**src/rtl/sync_bus_edge_filt.sv**
```systemverilog
// rtl/sync_bus_edge_filt.sv - multi-channel CDC synchroniser with glitch filter, edge pulses and sticky flags
// Each channel is independent; multi-bit values crossing here must be Gray coded or handshaked upstream.
module sync_bus_edge_filt #(
  parameter int   WIDTH         = 4,
  parameter int   STAGES        = 2,
  parameter int   FILTER_CYCLES = 0,
  parameter logic RESET_VAL     = 1'b0,
  parameter int   EDGE_MODE     = 0
) (
  input  logic             clk,
  input  logic             rstn,
  input  logic [WIDTH-1:0] d,
  input  logic [WIDTH-1:0] flag_clr,
  output logic [WIDTH-1:0] q_synced,
  output logic [WIDTH-1:0] rise_pulse,
  output logic [WIDTH-1:0] fall_pulse,
  output logic [WIDTH-1:0] event_flag
);

  generate
    if (STAGES < 2) begin : g_bad_stages
      $error("sync_bus_edge_filt: STAGES must be >= 2");
    end
    if (WIDTH < 1) begin : g_bad_width
      $error("sync_bus_edge_filt: WIDTH must be >= 1");
    end
    if (EDGE_MODE < 0 || EDGE_MODE > 2) begin : g_bad_mode
      $error("sync_bus_edge_filt: EDGE_MODE must be 0, 1 or 2");
    end
  endgenerate

  localparam int CNT_W = (FILTER_CYCLES > 0) ? $clog2(FILTER_CYCLES + 1) : 1;

  // Pure flop chain: nothing may sit between these stages.
  logic [STAGES-1:0][WIDTH-1:0] sync_q;
  logic [STAGES-1:0][WIDTH-1:0] sync_d;
  logic [WIDTH-1:0]             s_out;
  logic [WIDTH-1:0]             q_sync;

  always_comb begin
    sync_d = {sync_q[STAGES-2:0], d};
  end

  always_ff @(posedge clk or negedge rstn) begin
    if (!rstn) begin
      sync_q <= {STAGES{{WIDTH{RESET_VAL}}}};
    end else begin
      sync_q <= sync_d;
    end
  end

  assign s_out = sync_q[STAGES-1];

  generate
    if (FILTER_CYCLES == 0) begin : g_nofilt
      assign q_sync = s_out;
    end else begin : g_filt
      localparam logic [CNT_W-1:0] CNT_MAX = CNT_W'(FILTER_CYCLES);

      logic [WIDTH-1:0][CNT_W-1:0] cnt_q;
      logic [WIDTH-1:0][CNT_W-1:0] cnt_d;
      logic [WIDTH-1:0]            filt_q;
      logic [WIDTH-1:0]            filt_d;

      // A disagreement must survive FILTER_CYCLES+1 consecutive cycles to be accepted.
      always_comb begin
        filt_d = filt_q;
        cnt_d  = cnt_q;
        for (int i = 0; i < WIDTH; i++) begin
          if (s_out[i] == filt_q[i]) begin
            cnt_d[i] = '0;
          end else if (cnt_q[i] == CNT_MAX) begin
            filt_d[i] = s_out[i];
            cnt_d[i]  = '0;
          end else begin
            cnt_d[i] = cnt_q[i] + CNT_W'(1);
          end
        end
      end

      always_ff @(posedge clk or negedge rstn) begin
        if (!rstn) begin
          filt_q <= {WIDTH{RESET_VAL}};
          cnt_q  <= '0;
        end else begin
          filt_q <= filt_d;
          cnt_q  <= cnt_d;
        end
      end

      assign q_sync = filt_q;
    end
  endgenerate

  logic [WIDTH-1:0] q_prev_q;
  logic [WIDTH-1:0] q_prev_d;
  logic [WIDTH-1:0] flag_q;
  logic [WIDTH-1:0] flag_d;
  logic [WIDTH-1:0] rise;
  logic [WIDTH-1:0] fall;
  logic [WIDTH-1:0] sel;

  assign rise = q_sync & ~q_prev_q;
  assign fall = ~q_sync & q_prev_q;

  // A set coinciding with a clear wins so no event is lost.
  always_comb begin
    q_prev_d = q_sync;
    if (EDGE_MODE == 0) begin
      sel = rise;
    end else if (EDGE_MODE == 1) begin
      sel = fall;
    end else begin
      sel = rise | fall;
    end
    flag_d = sel | (flag_q & ~flag_clr);
  end

  always_ff @(posedge clk or negedge rstn) begin
    if (!rstn) begin
      q_prev_q <= {WIDTH{RESET_VAL}};
      flag_q   <= '0;
    end else begin
      q_prev_q <= q_prev_d;
      flag_q   <= flag_d;
    end
  end

  assign q_synced   = q_sync;
  assign rise_pulse = rise;
  assign fall_pulse = fall;
  assign event_flag = flag_q;

endmodule
```
**config.mk**
```make
export PLATFORM = sky130hd
export DESIGN_NAME = sync_bus_edge_filt
export DESIGN_NICKNAME = d
export VERILOG_FILES = /design/src/rtl/sync_bus_edge_filt.sv
export SDC_FILE = /design/constraint.sdc
export NUM_CORES = 1
export LEC_CHECK = 0
export CAP_MARGIN = 30
export CORE_MARGIN = 4
export CORE_UTILIZATION = 36
export CTS_BUF_LIST = sky130_fd_sc_hd__clkbuf_2
export CTS_CLUSTER_DIAMETER = 50
export DETAILED_ROUTE_END_ITERATION = 16
export GPL_TIMING_DRIVEN = 0
export PLACE_DENSITY = 0.75
export SLEW_MARGIN = 15
export SYNTH_ARGS = -nofsm -noshare
export SYNTH_HDL_FRONTEND = slang
export SYNTH_SLANG_ARGS = --single-unit
```
**constraint.sdc**
```tcl
create_clock -name clk -period 0.8 [get_ports clk]
set_input_delay 0.08 -clock clk [delete_from_list [all_inputs] [get_ports clk]]
set_output_delay 0.08 -clock clk [all_outputs]
set_load 0.05 [all_outputs]
```
==> results.md <==
- Largest family of logic cells by synthesized area: simple AND/OR/NAND/NOR gates
- Nets: just under 80
- Crit path DAT: about 1.1 ns
- Synth Area in Compound Gates: under 10%
- CTS tree: yes
- Vias per inst: 4.439
- Yosys warnings: 0
- Slew Limit Fails: 0
- Syn_nets: 42
- Routed WL: a little over 900 µm
- GRT overflow: 0
- Violated checks: negative setup slack
- Die Ht: roughly 47 µm
- CTS sink cnt: 16
- Sw frac: 30.04%
- Relative slew slack: a little under three fifths
- Clock root buffer: clkbuf_2
- Global placement routability congestion: 0.6155
- Hold crit path type: input port to async pin
- Util after Layout: a little under 70%
- Worst path cell trace: and2b_4, buf_8
- Gate Count Post-Synth: 32
- Crit Path Category: flip-flop to output port
- Dpl ws: -0.7160 ns
- Drt first pass iters: 2
- Tcrit/Tclk final: 148.6%
- CP Capture Type: output port
- # diodes: 0
- PortBufs: 25
- Synth top area share: between 70% and 80%
- RSZ-0062 raised after global routing: true
- Maximum vdd ir drop: 1.227 mV
- Pin count of the biggest net entering global routing: 17
- Boundary Pins: 26
- WL/cell: 11.21 µm
- Maximum clock path buffer count: 2
- Pwr/cell area: roughly 1800 nW/µm²
- Final critical-path setup slack: -0.3890 ns
- Pint: around 1.2 mW
- Post-DRT Antenna Nets: 0
- Number of DRC markers in iteration 0: 3
- Starting Density: 39.67%
- Synth Cell Area: about 540 µm²
- Worst Setup SP: q_synced[0]
- Reg power frac: 53.1%
- DRC: 0
- CP Data Required Time: slightly above 0.7 ns
- Startpoint types: flip-flop
- CTS clock-pin slew for the worst setup and hold paths: 0.13 ns
- Final Cell Area: between 900 and 1000 µm²
- Skew final: approximately 0.002 ns
- Most frequent cells in the layout: dfrtp_1, buf_6, clkdlybuf4s50_1, buf_8
- Mux cell area share after synthesis: 0%
- Status: finished with violations
- Post-Synth Simple-Gate Area: between 10% and 20%
- Gr usage total: 9.732%
- Synth area leaders: dfrtp_1, nor2b_4, and2b_2, a21o_1, inv_1
- H-Tree Depth: 1
- Clk Latency, worst-skew pair: 0.27 ns
- Adder-Cell Fraction of Synth Area: 0%
- First-pass GRT wire length: between 1000 and 1500 µm
- XOR/XNOR Fraction of Synth Area: 0%
- Tightest Pin Transition: around 0.66 ns
- Final setup fails: 19
- CP Max Fanout: 4
- Die area: around 2200 µm²
- Setup TNS: -4.516 ns
- Synth Area per Inst: 16.73 µm²
- Antenna violations before repair: 0
- Worst path slowest cell: dfrtp_2
- Clock power share: a little under 20%
- Site row count: 13
- Share of cells above drive strength 1: between 50% and 60%
- Clock buffer count from CTS: 3
- Combinational share of power: approximately 27%
- Reg2reg start: q_synced[0]
- Post-synth cell types: 5
- Sequential share of the synthesized area: 74.77%
- Period minus WS final: 1.189 ns
- Register bit total from synthesis: 16
- HPWL Detailed: about 640 µm
- Hold Fails Final Rpt: 0
- Hold buffer count at CTS: 0
- Vias in the first global route: ~350
- Lkg Pwr: roughly 0.47 nW
- Chip Width: about 47 µm
- Core Footprint: approximately 1400 µm²
- P_sw: 0.5060 mW
- Total number of vias: approximately 360
- F_max: 841.0 MHz
- Area Growth Syn to Fin: 74.30%
- Post-placement cell area: 814.5 µm²
- Max cap viols: 0
- CP peak stage delay: between 0.4 and 0.5 ns
- Post-synth top area cell: dfrtp_1
==> synthesized netlist by cell type, drive strengths merged <==
cell type	count
and2b	4
nor2b	4
dfrtp	16
inv	4
a21o	4
==> final timing paths <==
| kind | to | slack (ns) | cells past startpoint |
|---|---|---|---|
| worst max register to register | event_flag[0] | -0.13 | 3 |
| worst max-delay path | fall_pulse[0] | -0.39 | 2 |
| worst min register to register | q_synced[3] | 0.37 | 0 |
| worst min-delay path | event_flag[2] | 0.19 | 1 |
| min in group clk | sync_d[5] | 0.23 | 1 |
| max in group asynchronous | q_synced[3] | 0.15 | 1 |
==> kinds of logic after synthesis <==
| kind of cell | after synthesis |
|---|---|
| flip-flops | 16 |
| buffers and inverters | 4 |
| AO/OA/AOI/OAI | 4 |
| AND/OR/NAND/NOR | 8 |
==> per-layer routing <==
metal,track usage [%],routed length [µm]
met1,7.711,289
met2,17.58,508
met3,7.422,122
met4,3.409,0
met5,0,0
==> sequential cells by signal, indices dropped and copies added (netlist names) <==
signal / flops
event_flag: 4
q_prev_q: 4
q_synced: 4
sync_d: 4
==> area by class of cell <==
class / instances / area, µm²
Tap cell: 15 / 18.77
Inverter: 4 / 15.01
Sequential cell: 16 / 405.4
Clock buffer: 3 / 15.01
Fill cell: 96 / 416.7
Multi-Input combinational cell: 12 / 125.1
Timing Repair Buffer: 31 / 350.3
Clock inverter: 1 / 3.754
==> stage by stage <==
step | power, mW | hold slack [ns] | cells
CTS | 1.705 | 0.1935 | 82
global route | 1.764 | 0.1927 | 82
global placement | 1.296 | 0.3326 | 72
finish | 1.684 | 0.1919 | 82
detailed placement | 1.303 | 0.3386 | 72
floorplan | 1.139 | -0.2156 | 32
==> power by group through the flow <==
stage	Sequential [mW]	Combinational [mW]	Clock (mW)
3_3_place_gp	0.904	0.392	0
2_1_floorplan	1.01	0.133	0
5_1_grt	0.900	0.476	0.387
6_report	0.894	0.458	0.333
3_5_place_dp	0.909	0.394	0
4_1_cts	0.894	0.455	0.355
==> what timing repair did <==
| action | 4_1_cts | 5_1_grt |
|---|---|---|
| setup buffers | 6 | 1 |
| resized for setup | 119 | 3 |
| endpoints found under the setup margin | 20 | 20 |
| hold endpoints to repair | 0 | 0 |
| pin swaps | 0 | 0 |
==> critical path, delay by kind of cell, from the launching register on <==
kind                   cells  cell delay [ns]
buffers and inverters      1             0.14
AND/OR/NAND/NOR            1             0.26
flip-flops                 1             0.45
Note: power is estimated with default switching activity, not from simulation.
